## config.mk

```make
export PLATFORM = sky130hd
export DESIGN_NAME = seg_display_arbiter
export DESIGN_NICKNAME = d
export VERILOG_FILES = /design/src/rtl/seg_disp_pkg.sv /design/src/rtl/rr_pick.sv /design/src/rtl/seg_display_arbiter.sv
export SDC_FILE = /design/constraint.sdc
export NUM_CORES = 1
export LEC_CHECK = 0
export CORE_UTILIZATION = 45
export DETAILED_ROUTE_END_ITERATION = 7
export PLACE_DENSITY_LB_ADDON = 0.25
export SYNTH_ARGS = -nofsm -noshare
export SYNTH_HDL_FRONTEND = slang
export SYNTH_HIERARCHICAL = 1
export SYNTH_SLANG_ARGS = --single-unit
```

## constraint.sdc

```tcl
create_clock -name clk -period 4.1 [get_ports clk]
set_clock_uncertainty 0.05 [all_clocks]
set_input_delay 0.615 -clock clk [delete_from_list [all_inputs] [get_ports clk]]
set_output_delay 0.615 -clock clk [all_outputs]
set_load 0.01 [all_outputs]
```

## src/rtl/seg_disp_pkg.sv

```systemverilog
// Shared types and constants for the seven-segment display arbiter.
package seg_disp_pkg;

  typedef enum logic [1:0] {
    IDLE = 2'd0,
    OWN  = 2'd1,
    GAP  = 2'd2
  } state_t;

  localparam int FRAME_W = 32;
  localparam int DIGITS  = 8;

  localparam logic [FRAME_W-1:0] BLANK_FRAME = 32'hFFFF_FFFF;

endpackage

```

## src/rtl/rr_pick.sv

```systemverilog
// Combinational round-robin picker: first asserted request at or after ptr, with wrap.
module rr_pick #(
  parameter int NREQ = 4
) (
  input  logic [NREQ-1:0]         req,
  input  logic [$clog2(NREQ)-1:0] ptr,
  output logic [NREQ-1:0]         gnt,
  output logic [$clog2(NREQ)-1:0] idx,
  output logic                    any
);

  localparam int IW = $clog2(NREQ);

  // Walk the ring starting at ptr; the first hit wins.
  always_comb begin
    int j;
    j   = 0;
    gnt = '0;
    idx = '0;
    any = 1'b0;
    for (int i = 0; i < NREQ; i++) begin
      j = int'(ptr) + i;
      if (j >= NREQ) j = j - NREQ;
      if (!any && req[j]) begin
        any    = 1'b1;
        idx    = IW'(j);
        gnt[j] = 1'b1;
      end
    end
  end

endmodule

```

## src/rtl/seg_display_arbiter.sv

```systemverilog
// Round-robin owner of the 8-digit display with min/max hold and a blank gap
// between owners. Frame and blank mask are registered toward the scanner.
module seg_display_arbiter
  import seg_disp_pkg::*;
#(
  parameter int NREQ     = 4,
  parameter int MIN_HOLD = 50_000_000,
  parameter int MAX_HOLD = 200_000_000
) (
  input  logic                    clk,
  input  logic                    rst,
  input  logic [NREQ-1:0]         req,
  input  logic [FRAME_W*NREQ-1:0] frame_in,
  input  logic                    lz_en,
  output logic [NREQ-1:0]         gnt,
  output logic                    busy,
  output logic [FRAME_W-1:0]      disp_data,
  output logic [DIGITS-1:0]       disp_blank
);

  localparam int IW = $clog2(NREQ);
  localparam int HW = $clog2(MAX_HOLD + 1);
  localparam logic [HW-1:0] MIN_LIM = HW'(MIN_HOLD - 1);
  localparam logic [HW-1:0] MAX_LIM = HW'(MAX_HOLD - 1);
  localparam logic [HW-1:0] SAT     = HW'(MAX_HOLD);

  // Blank a digit when it and every digit above it are zero; digit 0 always shows.
  function automatic logic [DIGITS-1:0] lz_mask(input logic [FRAME_W-1:0] f);
    logic [DIGITS-1:0] m;
    logic              zero_above;
    m          = '0;
    zero_above = 1'b1;
    for (int d = DIGITS - 1; d >= 1; d--) begin
      zero_above = zero_above & (f[4*d +: 4] == 4'h0);
      m[d]       = zero_above;
    end
    return m;
  endfunction

  state_t             state, state_nx;
  logic [IW-1:0]      owner, owner_nx, ptr, ptr_nx, pick_idx, ptr_after;
  logic [HW-1:0]      hold_cnt, hold_nx;
  logic [NREQ-1:0]    gnt_nx, pick_gnt;
  logic               busy_nx, pick_any, rel_cond, pre_cond;
  logic [FRAME_W-1:0] data_nx, sel_frame;
  logic [DIGITS-1:0]  blank_nx;

  rr_pick #(.NREQ(NREQ)) u_pick (
    .req (req),
    .ptr (ptr),
    .gnt (pick_gnt),
    .idx (pick_idx),
    .any (pick_any)
  );

  assign sel_frame = frame_in[FRAME_W*owner +: FRAME_W];
  // gnt is one-hot on owner while in OWN, so it masks the owner out of req.
  assign rel_cond  = !req[owner] && (hold_cnt >= MIN_LIM);
  assign pre_cond  = (hold_cnt >= MAX_LIM) && |(req & ~gnt);
  assign ptr_after = (owner == IW'(NREQ - 1)) ? '0 : owner + 1'b1;

  // Next-state and next-output decode; everything holds unless a branch changes it.
  always_comb begin
    state_nx = state;
    owner_nx = owner;
    ptr_nx   = ptr;
    hold_nx  = hold_cnt;
    gnt_nx   = gnt;
    busy_nx  = busy;
    data_nx  = disp_data;
    blank_nx = disp_blank;
    case (state)
      IDLE, GAP: begin
        state_nx = IDLE;
        if (pick_any) begin
          state_nx = OWN;
          owner_nx = pick_idx;
          gnt_nx   = pick_gnt;
          busy_nx  = 1'b1;
          hold_nx  = '0;
        end
      end
      OWN: begin
        // Release and preemption lead to the same GAP entry and pointer
        // update, so the two need no separate priority.
        if (rel_cond || pre_cond) begin
          state_nx = GAP;
          gnt_nx   = '0;
          busy_nx  = 1'b0;
          hold_nx  = '0;
          ptr_nx   = ptr_after;
          data_nx  = BLANK_FRAME;
          blank_nx = '1;
        end else begin
          if (hold_cnt != SAT) hold_nx = hold_cnt + 1'b1;
          if (req[owner]) begin
            data_nx  = sel_frame;
            blank_nx = lz_en ? lz_mask(sel_frame) : '0;
          end
        end
      end
      default: begin
        state_nx = IDLE;
        gnt_nx   = '0;
        busy_nx  = 1'b0;
        data_nx  = BLANK_FRAME;
        blank_nx = '1;
      end
    endcase
  end

  // State and output registers with synchronous active-low reset.
  always_ff @(posedge clk) begin
    if (!rst) begin
      state      <= IDLE;
      owner      <= '0;
      ptr        <= '0;
      hold_cnt   <= '0;
      gnt        <= '0;
      busy       <= 1'b0;
      disp_data  <= BLANK_FRAME;
      disp_blank <= '1;
    end else begin
      state      <= state_nx;
      owner      <= owner_nx;
      ptr        <= ptr_nx;
      hold_cnt   <= hold_nx;
      gnt        <= gnt_nx;
      busy       <= busy_nx;
      disp_data  <= data_nx;
      disp_blank <= blank_nx;
    end
  end

endmodule

```

Yosys cells after proc, flatten, opt, wreduce, memory -nomap -nowiden
Index checks and enable logic that the tools add are counted.

Bits in registers: 79. Output and inout port bits: 45. Logic and storage cells: 142.

Add/subtract/negate cells: 9. Order comparisons: 15. Eq/ne operators: 8. Shift-type cells: 1. Multiplexer cells: 59. Bitwise logic cells: 12. Reductions and logical operators: 30.

Operators by type and width (number): 32-bit 2-to-1 mux (6); 32-bit by 1-bit >= comparator with 1-bit output, second input constant (4); 32-bit by 4-bit less-than comparator with 1-bit output, second input constant (4); 128-bit by 8-bit indexed part select with 32-bit output (1); 32-bit by 4-bit >= comparator with 1-bit output, second input constant (3); 32-bit by 4-bit subtractor with 32-bit output, second input constant (3); 28-bit 2-to-1 mux (3); 32-bit one-hot mux with 2 select lines (1); 28-bit one-hot mux with 2 select lines (1); 28-bit by 1-bit adder with 28-bit output, second input constant (1); 28-bit by 26-bit >= comparator with 1-bit output, second input constant (1); 28-bit >= comparator, second input constant (1); 4-bit logical NOT (7); 28-bit != test, second input constant (1); 4-bit 2-to-1 mux (6); 8-bit 2-to-1 mux (3); 1-bit 2-to-1 mux (20); 8-bit one-hot mux with 2 select lines (1); 2-bit 2-to-1 mux (6); 4-bit bitwise OR (3); 1-bit binary-select mux with 2-bit select (5); 1-bit logical AND (9); 1-bit demux with 2-bit select (4); 4-bit one-hot mux with 2 select lines (1); 24 further kinds (39).

Depth between registers and ports, before layout
Gate-level depths: netlist (run 1).

Depth after elaboration: 17. Mapped depth: 15. Gate-level depth less buffers: 10.

Cells and area by module
The synthesis (run 1) kept the hierarchy.

Modules (own cells, without submodules): seg_display_arbiter (times used 1, cells each 456, area an instance 4262.8 um^2, sequential area each 1581.5 um^2); rr_pick (times used 1, cells each 48, area an instance 460.4 um^2, sequential area each 0.0 um^2).

Worst setup path after synthesis (run 1)
No wires, ideal clock.

Path kind: register to register. From: reg ptr[0]. To: reg hold_cnt[1]. Data arrival time: 3079 ps. Required time: 3933 ps. Path slack: 854 ps. Stages on the path, launching flop included: 16. Path through: dfxtp_1 -> buf_6 -> inv_1 -> ha_1 -> mux4_2 -> buf_6 -> nor3_1 -> nand2b_1 -> clkbuf_1 -> nand2_1 -> nand4_1 -> o32ai_4 -> buf_4 -> buf_4 -> mux2i_1 -> nor2_1.

Cells in the longest elaborated chain, start to end: 17. Elaborated cells between the ends (all ways): 39. Classes of those cells: add/sub (7); order compare (4); eq/ne (1); mux (20); reduce/logical (7).

Ends and longest elaborated chain: start: declaration (RTL line seg_display_arbiter.sv:41) `logic [IW-1:0] owner, owner_nx, ptr, ptr_nx, pick_idx, ptr_after;`; start signal: assignment (RTL line seg_display_arbiter.sv:126) `ptr <= ptr_nx;`; parallel branches: the longest is 14 deep, another holds 32-bit by 4-bit subtractor with 32-bit output; 1-bit 2-to-1 mux * (RTL line rr_pick.sv:24) `if (!any && req[j]) begin`; named net pick_any (RTL line seg_display_arbiter.sv:44) `logic busy_nx, pick_any, rel_cond, pre_cond;`; 2-bit != test (no line) *; 3-bit AND reduction (no line) *; end signal: assignment (RTL line seg_display_arbiter.sv:127) `hold_cnt <= hold_nx;`; end: declaration (RTL line seg_display_arbiter.sv:42) `logic [HW-1:0] hold_cnt, hold_nx;`.

Mark *: on every way through the listed nets, which the timed path passes. The select of a mux whose other input is x is not followed. A chain may end at the register's enable or synchronous reset.

Worst setup path after layout (run 1)
From: in req[3]. To: reg hold_cnt[1].

Cells in the longest elaborated chain, start to end: 15. Elaborated cells between the ends (all ways): 35. Classes of those cells: eq/ne (2); mux (20); bitwise (1); reduce/logical (12).

Ends and longest elaborated chain: start: declaration (RTL line seg_display_arbiter.sv:12) `input logic [NREQ-1:0] req,`; 1-bit binary-select mux with 2-bit select (RTL line rr_pick.sv:24); 1-bit 2-to-1 mux (not written as such) (2 in series) (RTL line rr_pick.sv:24); 1-bit 2-to-1 mux (RTL line rr_pick.sv:24); 1-bit logical NOT (RTL line rr_pick.sv:24); 1-bit logical AND (RTL line rr_pick.sv:24); 1-bit 2-to-1 mux (RTL line rr_pick.sv:24); 1-bit logical NOT (RTL line rr_pick.sv:24); 1-bit logical AND (RTL line rr_pick.sv:24); 1-bit 2-to-1 mux (RTL line rr_pick.sv:24); 1-bit logical NOT (RTL line rr_pick.sv:24); 1-bit logical AND (RTL line rr_pick.sv:24); 1-bit 2-to-1 mux * (RTL line rr_pick.sv:24); named net pick_any (RTL line seg_display_arbiter.sv:44); 2-bit != test (no line) *; 3-bit AND reduction (no line) *.

Mark *: on every way through the listed nets, which the timed path passes. The rest lies on a longest branch. The select of a mux whose other input is x is not followed.

==> results of run 1 <==
[final cells by class]
class	instances	area share [%]
clock buffer	12	2.28
inverter	20	1.10
tap	136	2.50
antenna	2	0.0736
sequential	79	23.3
clock inverter	3	0.625
timing repair buffer	190	27.7
multi-input combinational	371	42.4
[Yosys cell counts (2+ instances only)]
cell	count
a21oi_1	36
or2_2	2
o211ai_1	2
nor2_1	32
o31ai_1	4
o21ai_0	26
and2_1	2
mux2i_1	6
nand2_1	53
a22oi_1	8
mux4_2	34
and4_1	2
buf_4	2
o2bb2ai_1	3
nor3_1	4
or4_1	9
nand4b_1	3
or3_1	21
a221o_1	6
mux2_2	2
and3_1	6
clkbuf_1	17
nor4_1	7
dfxtp_1	79
o311ai_0	4
nor2b_1	4
nand3_1	16
a31oi_1	2
buf_6	6
inv_1	20
a211oi_1	2
ha_1	11
o22ai_1	28
o21ai_1	5
nand4_1	9
mux4_1	3
buf_2	9
[metal layers]
| metal | wire (um) | share of wire, % |
|---|---|---|
| met4 | 346 | 2.4 |
| met3 | 1010 | 6.9 |
| met5 | 0 | 0 |
| met2 | 7520 | 51 |
| met1 | 5820 | 40 |
[through the flow]
step | instance area, um2 | cells | util, % | hold slack, ns
global placement | 6600 | 796 | 64.5 | 0.398
global route | 6800 | 813 | 66.5 | 0.456
finish | 6800 | 813 | 66.5 | 0.419
detailed placement | 6600 | 796 | 64.5 | 0.409
floorplan | 4720 | 504 | - | 0.417
CTS | 6800 | 811 | 66.4 | 0.423
[worst max-delay path by stage]
stage,start,end,slack [ns],depth (start not counted)
2_1_floorplan,ptr[0],hold_cnt[1],0.85,15
3_3_place_gp,req[2],hold_cnt[1],0.58,10
3_5_place_dp,req[2],hold_cnt[1],0.48,10
4_1_cts,req[3],hold_cnt[1],0.86,10
5_1_grt,req[3],hold_cnt[1],0.62,10
6_report,req[3],hold_cnt[1],0.82,10
[critical path, delay by kind of cell]
| family | cells | cell delay, ns |
|---|---|---|
| compound gates | 1 | 0.28 |
| buf+inv | 2 | 0.78 |
| mux | 2 | 0.84 |
| simple gates | 5 | 0.94 |
[cell families (layout without fill, tap and decap cells)]
logic type | count (synthesis) | count (layout) | share of synthesized area, %
and+or+nand+nor | 180 | 180 | 20.0
AOI/OAI and AO/OA | 134 | 134 | 18.1
DFF | 79 | 79 | 33.5
buffers and inverters | 54 | 225 | 5.64
muxes | 45 | 45 | 19.6
adders and majority gates | 11 | 11 | 2.91
xor gates and xnor gates | 1 | 1 | 0.185
other | 0 | 2 | 0
[flip-flops by register name, indices dropped and copies added (netlist names)]
register,flops
busy,1
disp_blank,8
disp_data,32
gnt,4
hold_cnt,28
owner,2
ptr,2
state,2
[report_power, final]
group	total [uW]	internal (uW)	leakage, uW	switching (uW)
Combinational	451	268	0.00159	184
Sequential	826	800	0.000644	26.3
Clock	588	311	0.0000985	277
==> reports/metrics.yaml, run 1 <==
worst_hold_path:
  min_path_type: "flip-flop to flip-flop"
  hold_depth: 2
  holdPathEnd: "disp_blank[3]"
  min_from: "disp_blank[3]"
global_routing:
  grt_start_max_net_pins: 53
  grtUsageMet2_pct: 46.8
  grt_overflow: 0
  busiest_layer: "met2"
  met1_usage_pct: 32.9
  grt_use_total_pct: 27.2
  antenna_found_initial: 2
  grt_util_met3_pct: 5.95
  grt_pass1_vias: 4721
  grt_first_pass_wirelength_um: 23600
floorplan:
  die_y_um: 104
  die-area_um2: 10900
  ios: 180
  coreArea_um2: 10200
  placementRows: 37
  initial_utilization_pct: 46.2
  die_x_um: 104
route:
  num_vias: 4810
  first_pass_iters: 5
  dr.first_iter.drc_count: 331
  wire_per_inst_um: 18.1
  wirelength_um: 14700
  ant_nets: 0
  viasPerCell: 5.92
  drcViolationCount: 0
flow_run:
  cap_violations: 0
synthesis:
  syn_nets: 650
  synth.distinct_cells: 56
  synthArstFlopShare_pct: 0
  yosys-top-cells-area: "dfxtp_1 33%, mux4_2 16%, nand2_1 4.2%"
  synth_seq_area_share_pct: 33.5
  yosysTopAreaCell: "dfxtp_1"
  ys_warn_count: 6
  synth_top_area_share_pct: 33.5
  syn_area_um2: 4720
  ys_ff_latch: 79
  netlist_instances: 504
  synth_ff_type: "dfxtp_1"
  syn_avg_cell_area_um2: 9.37
  synth_edf_count: 0
finish:
  multiInputGateArea_um2: 2890
  layout_commonest_cell: "clkdlybuf4s50_1"
  drive_gt1_share_pct: 10.8
  final-seq-area_um2: 1580
  final_cell_mix: "179 x clkdlybuf4s50_1, 78 x dfxtp_1, 53 x nand2_1, 35 x a21oi_1, 34 x mux4_2"
  area_growth_pct: 44.0
  nets: 817
  fill_cells: 826
placement:
  routabilityCongestion: 0.895
  post-dp-hpwl_um: 11300
  place_ws_ns: 0.477
  port_buffers: 179
power_and_ir_drop:
  vdd_drop_max_mv: 0.173
  p_leak_uw: 0.00233
  power.density_nw_per_um2: 274
  total_power_uw: 1870
worst_setup_path:
  critPathSlowestCell: "mux4_2"
  critical_path_class: "input pin to flip-flop"
  startpoint_type: "input pin"
  rr_worst_depth: 11
  timing.rr.end: "hold_cnt[1]"
  path_cells: "clkdlybuf4s50_1, mux4_2, nor3_1, nand2b_1, nand2_1, nand4_1, o32ai_4, buf_12, mux2i_1, nor2_1"
  cp.arrival_ns: 3.46
  end_kind: "flip-flop"
  slowest_delay_ns: 0.64
  rr_startpoint: "ptr[0]"
  crit_fanout: 52
  crit_required_ns: 4.29
  r2r_setup_slack_ns: 0.98
clock_network:
  clk_pin_slew_ns: 0.08
  cts_resized: 0
  postCtsSetupBuffers: 0
  hold_buffers: 0
  htree_levels: 3
  cts_sinks: 79
  numCtsBuffers: 9
  cts_tree: "built"
  clock_latency_ns: 0.35
  clock_path_buffers: 2
  cts_root_buf: "clkbuf_8"
sta:
  max_freq_mhz: 305
  finalHoldViolCount: 0
  setup_viol: 0
  relSlewSlack_pct: 42.0
  min_period_ns: 3.28
  slew_viol_final: 0
  rsz0062_at_grt: "no"
  worst_slack_ns: 0.823
  post-route-period-util_pct: 79.9
  worst_pin_slew_ns: 0.867
  tns_ns: 0
run_status:
  status: "finished clean"
Power figures use the tool's default switching activity.
==> inputs of run 2 (changes only) <==
--- a/config.mk
+++ b/config.mk
@@ -5,7 +5,7 @@
 export SDC_FILE = /design/constraint.sdc
 export NUM_CORES = 1
 export LEC_CHECK = 0
-export CORE_UTILIZATION = 45
+export CORE_UTILIZATION = 40
 export DETAILED_ROUTE_END_ITERATION = 7
 export PLACE_DENSITY_LB_ADDON = 0.25
 export SYNTH_ARGS = -nofsm -noshare
==> constraint.sdc (replaced) <==
create_clock -name clk -period 2.9 [get_ports clk]
set_clock_uncertainty 0.05 [all_clocks]
set_input_delay 0.435 -clock clk [delete_from_list [all_inputs] [get_ports clk]]
set_output_delay 0.435 -clock clk [all_outputs]
set_load 0.01 [all_outputs]
==> reports/metrics.yaml, run 2 (synthesized netlist as in run 1, its figures left out) <==
run_status:
  status: "finished clean"
finish:
  layout_commonest_cell: "clkdlybuf4s50_1"
  multiInputGateArea_um2: 2920
  reg_top3: "disp_data: 32 flops, hold_cnt: 28 flops, disp_blank: 8 flops"
  drive_gt1_share_pct: 15.4
  area_growth_pct: 52.1
  antennaDiodeCount: 0
  largest_reg_flops: 32
  fin_cells: 843
  nets: 842
  final_cell_mix: "179 x clkdlybuf4s50_1, 76 x dfxtp_1, 52 x nand2_1, 35 x mux4_2, 35 x a21oi_1"
  final-seq-area_um2: 1590
  final_util_pct: 62.7
  top_register: "disp_data"
  fill_cells: 928
global_routing:
  grt_use_total_pct: 24.8
  antenna_found_initial: 0
  grt_pass1_vias: 4904
  grt_overflow: 0
  grt_start_max_net_pins: 35
  grt_first_pass_wirelength_um: 24500
worst_setup_path:
  crit_fanout: 9
  startpoint_type: "input pin"
  cp.arrival_ns: 2.89
  critPathBufInv: 2
  path_cells: "clkdlybuf4s50_1, mux4_1, nor3_4, nand2b_4, nand2_4, nand4_1, o32ai_4, buf_2, or3_1, a21oi_1"
  crit_required_ns: 3.07
  slowest_delay_ns: 0.61
  critical_path_class: "input pin to flip-flop"
  path_delay_family: "buffers and inverters"
  critPathSlowestCell: "mux4_1"
  end_kind: "flip-flop"
floorplan:
  initial_utilization_pct: 41.2
  ios: 180
  die_y_um: 111
  die-area_um2: 12200
  die_x_um: 111
  placementRows: 39
  coreArea_um2: 11500
sta:
  setup_viol: 0
  post-route-period-util_pct: 94.0
  min_period_ns: 2.73
  max_freq_mhz: 367
  slew_viol_final: 0
  relSlewSlack_pct: 60.7
  rsz0062_at_grt: "yes"
  hold_slack_ns: 0.426
  finalHoldViolCount: 0
  worst_pin_slew_ns: 0.589
  worst_slack_ns: 0.174
clock_network:
  htree_levels: 3
  hold_buffers: 0
  clock_latency_ns: 0.33
  clk_pin_slew_ns: 0.06
  cts_root_buf: "clkbuf_16"
  cts_sinks: 79
  cts_tree: "built"
  numCtsBuffers: 9
  clock_path_buffers: 2
power_and_ir_drop:
  vdd_drop_max_mv: 0.280
  p_leak_uw: 0.00252
  power.density_nw_per_um2: 417
route:
  first_pass_iters: 5
  drcViolationCount: 0
  dr.first_iter.drc_count: 336
  wirelength_um: 15200
  viasPerCell: 5.79
  num_vias: 4877
  ant_nets: 0
  wire_per_inst_um: 18.0
placement:
  port_buffers: 179
  place_inst: 823
  place_ws_ns: -0.229
  routabilityCongestion: 0.860
  post-dp-hpwl_um: 11800
flow_run:
  cap_violations: 0
worst_hold_path:
  min_path_type: "flip-flop to flip-flop"
-- run 2: path summary, 6_finish.rpt --
path                                     from       endpoint  slack (ns)  cells after the start
worst max-delay path                   req[2]   hold_cnt[26]        0.17                     10
worst min-delay path            disp_blank[0]  disp_blank[0]        0.43                      1
worst max register to register         ptr[1]   hold_cnt[26]        0.18                     11
worst min register to register  disp_blank[0]  disp_blank[0]        0.43                      1
-- run 2: power breakdown --
part | internal, uW | switching (uW) | total, uW
clock network | 705 | 442 | 1150
logic | 409 | 272 | 680
registers | 1130 | 37.3 | 1170
total | 2240 | 751 | 2990
-- run 2: what timing repair did --
item,in CTS,in global routing
endpoints found under the setup margin,0,30
resized for setup,0,6
setup buffers,0,4
endpoints found under the hold margin,0,0
-- run 2: metrics by stage --
stage / total power, uW / setup TNS (ns) / instance area, um2
after floorplan: 1490 / 0 / 4780
after global placement: 1850 / -2.82 / 6840
after detailed placement: 1860 / -5.11 / 6840
after CTS: 3000 / 0 / 7130
after global routing: 3100 / -0.0277 / 7180
final: 2990 / 0 / 7180
-- run 2: area by class of cell --
cell class	count	area share [%]
well taps	143	2.49
flip-flops and latches	79	22.2
inverters	20	1.13
repair buffers	215	29.4
clock buffers	11	3.52
multi-input cells	371	40.6
clock inverters	4	0.627
-- run 2: layer usage --
metal  up-vias  wire length [um]  part of all wire, %  global-route usage (%)
met3        28              1100                  7.2                    6.78
met5         -                 0                    0                       0
met1      2334              5990                   40                    28.8
met2       205              7690                   51                    43.7
li1       2310                 -                    -                       -
met4         0               383                  2.5                    8.53
==> inputs of run 3 (changes only) <==
--- a/config.mk
+++ b/config.mk
@@ -5,9 +5,10 @@
 export SDC_FILE = /design/constraint.sdc
 export NUM_CORES = 1
 export LEC_CHECK = 0
+export CORE_MARGIN = 2
 export CORE_UTILIZATION = 40
 export DETAILED_ROUTE_END_ITERATION = 7
-export PLACE_DENSITY_LB_ADDON = 0.25
+export PLACE_DENSITY = 0.77
 export SYNTH_ARGS = -nofsm -noshare
 export SYNTH_HDL_FRONTEND = slang
 export SYNTH_HIERARCHICAL = 1
==> reports/metrics.yaml, run 3 (synthesized netlist as in run 1, its figures left out) <==
finish:
  largest_reg_flops: 32
  layout_commonest_cell: "clkdlybuf4s50_1"
  reg_top3: "disp_data: 32 flops, hold_cnt: 28 flops, disp_blank: 8 flops"
  area_growth_pct: 52.1
  fill_cells: 902
  fin_cells: 836
  top_register: "disp_data"
  final_cell_mix: "179 x clkdlybuf4s50_1, 76 x dfxtp_1, 52 x nand2_1, 35 x a21oi_1, 34 x mux4_2"
  antennaDiodeCount: 0
  drive_gt1_share_pct: 14.4
  nets: 834
clock_network:
  cts_root_buf: "clkbuf_16"
  clock_path_buffers: 2
  clock_latency_ns: 0.33
  cts_tree: "built"
  cts_sinks: 79
  numCtsBuffers: 9
  htree_levels: 3
  clk_pin_slew_ns: 0.06
sta:
  min_period_ns: 2.76
  slew_viol_final: 0
  worst_pin_slew_ns: 0.510
  relSlewSlack_pct: 65.9
  setup_viol: 0
  tns_ns: 0
  rsz0062_at_grt: "no"
  max_freq_mhz: 363
  finalHoldViolCount: 0
  post-route-period-util_pct: 95.0
route:
  wirelength_um: 14900
  wire_per_inst_um: 17.9
  drcViolationCount: 0
  dr.first_iter.drc_count: 396
  viasPerCell: 5.83
  num_vias: 4874
  ant_nets: 0
  first_pass_iters: 5
power_and_ir_drop:
  total_power_uw: 3160
  power.density_nw_per_um2: 440
  p_leak_uw: 0.00251
  vdd_drop_max_mv: 0.305
global_routing:
  antenna_found_initial: 0
  grt_pass1_vias: 4993
  grt_use_total_pct: 23.3
  grt_util_met3_pct: 6.32
  grt_start_max_net_pins: 36
  busiest_layer: "met2"
  met1_usage_pct: 26.4
  grt_first_pass_wirelength_um: 24100
  grtUsageMet2_pct: 42.1
  grt_overflow: 0
floorplan:
  die_y_um: 113
  die-area_um2: 12700
  initial_utilization_pct: 41.2
  ios: 180
  placementRows: 39
  die_x_um: 113
  coreArea_um2: 11500
placement:
  port_buffers: 179
  routabilityCongestion: 0.870
  place_inst: 820
  post-dp-hpwl_um: 11600
worst_setup_path:
  crit_fanout: 26
  critical_path_class: "flip-flop to flip-flop"
  startpoint_type: "flip-flop"
  crit_required_ns: 3.12
  cp.arrival_ns: 2.98
  end_kind: "flip-flop"
flow_run:
  cap_violations: 0
worst_hold_path:
  min_path_type: "flip-flop to flip-flop"
run_status:
  status: "finished clean"
-- run 3: repair_timing --
action,4_1_cts,5_1_grt
pin swaps,0,2
buffers inserted,0,0
endpoints found under the setup margin,4,28
resized for setup,1,4
hold buffers,0,0
endpoints found under the hold margin,0,0
-- run 3: through the flow --
stage	instance area (um2)	util [%]	setup slack, ns	hold WS (ns)
3_3_place_gp	6810	59.4	-0.161	0.394
5_1_grt	7190	62.7	0.0198	0.436
3_5_place_dp	6810	59.4	-0.277	0.398
2_1_floorplan	4780	-	0.00471	0.417
4_1_cts	7170	62.5	0.0363	0.412
6_report	7190	62.7	0.145	0.410
-- run 3: layout make-up --
| class | count | area (um2) | area share, % |
|---|---|---|---|
| Inverter | 20 | 77.6 | 1.08 |
| Multi-Input combinational cell | 371 | 2930 | 40.7 |
| Timing Repair Buffer | 207 | 2060 | 28.7 |
| Clock buffer | 10 | 239 | 3.33 |
| Tap cell | 143 | 179 | 2.49 |
| Clock inverter | 6 | 114 | 1.58 |
| Sequential cell | 79 | 1590 | 22.1 |
-- run 3: worst max-delay path: stages (launching register included) --
cell and delay, ns:
dfxtp_1 0.40, ha_2 0.23, nand4_1 0.21, or2_2 0.39, a211oi_2 0.23, o22a_2 0.23, o32ai_4 0.12, buf_8 0.19
or4_1 0.50, a21oi_1 0.14
-- run 3: routing by layer --
metal	wire (um)	part of all wire (%)	up-vias
li1	-	-	2294
met1	5780	39	2358
met2	7790	52	194
met3	1060	7.1	28
met4	322	2.2	0
met5	0	0	-
-- run 3: worst paths after layout --
kind / start / end / slack (ns) / cells after the start
max reg2reg: hold_cnt[1] / hold_cnt[27] / 0.14 / 9
max: hold_cnt[1] / hold_cnt[27] / 0.14 / 9
min: disp_blank[0] / disp_blank[0] / 0.41 / 1
min reg2reg: disp_blank[0] / disp_blank[0] / 0.41 / 1
-- run 3: where the power goes --
group | switching, uW | internal [uW] | leakage [uW] | total, uW
logic | 264 | 405 | 0.00169 | 669
clock network | 457 | 869 | 0.000174 | 1330
registers | 37.4 | 1130 | 0.000646 | 1170
total | 759 | 2400 | 0.00251 | 3160
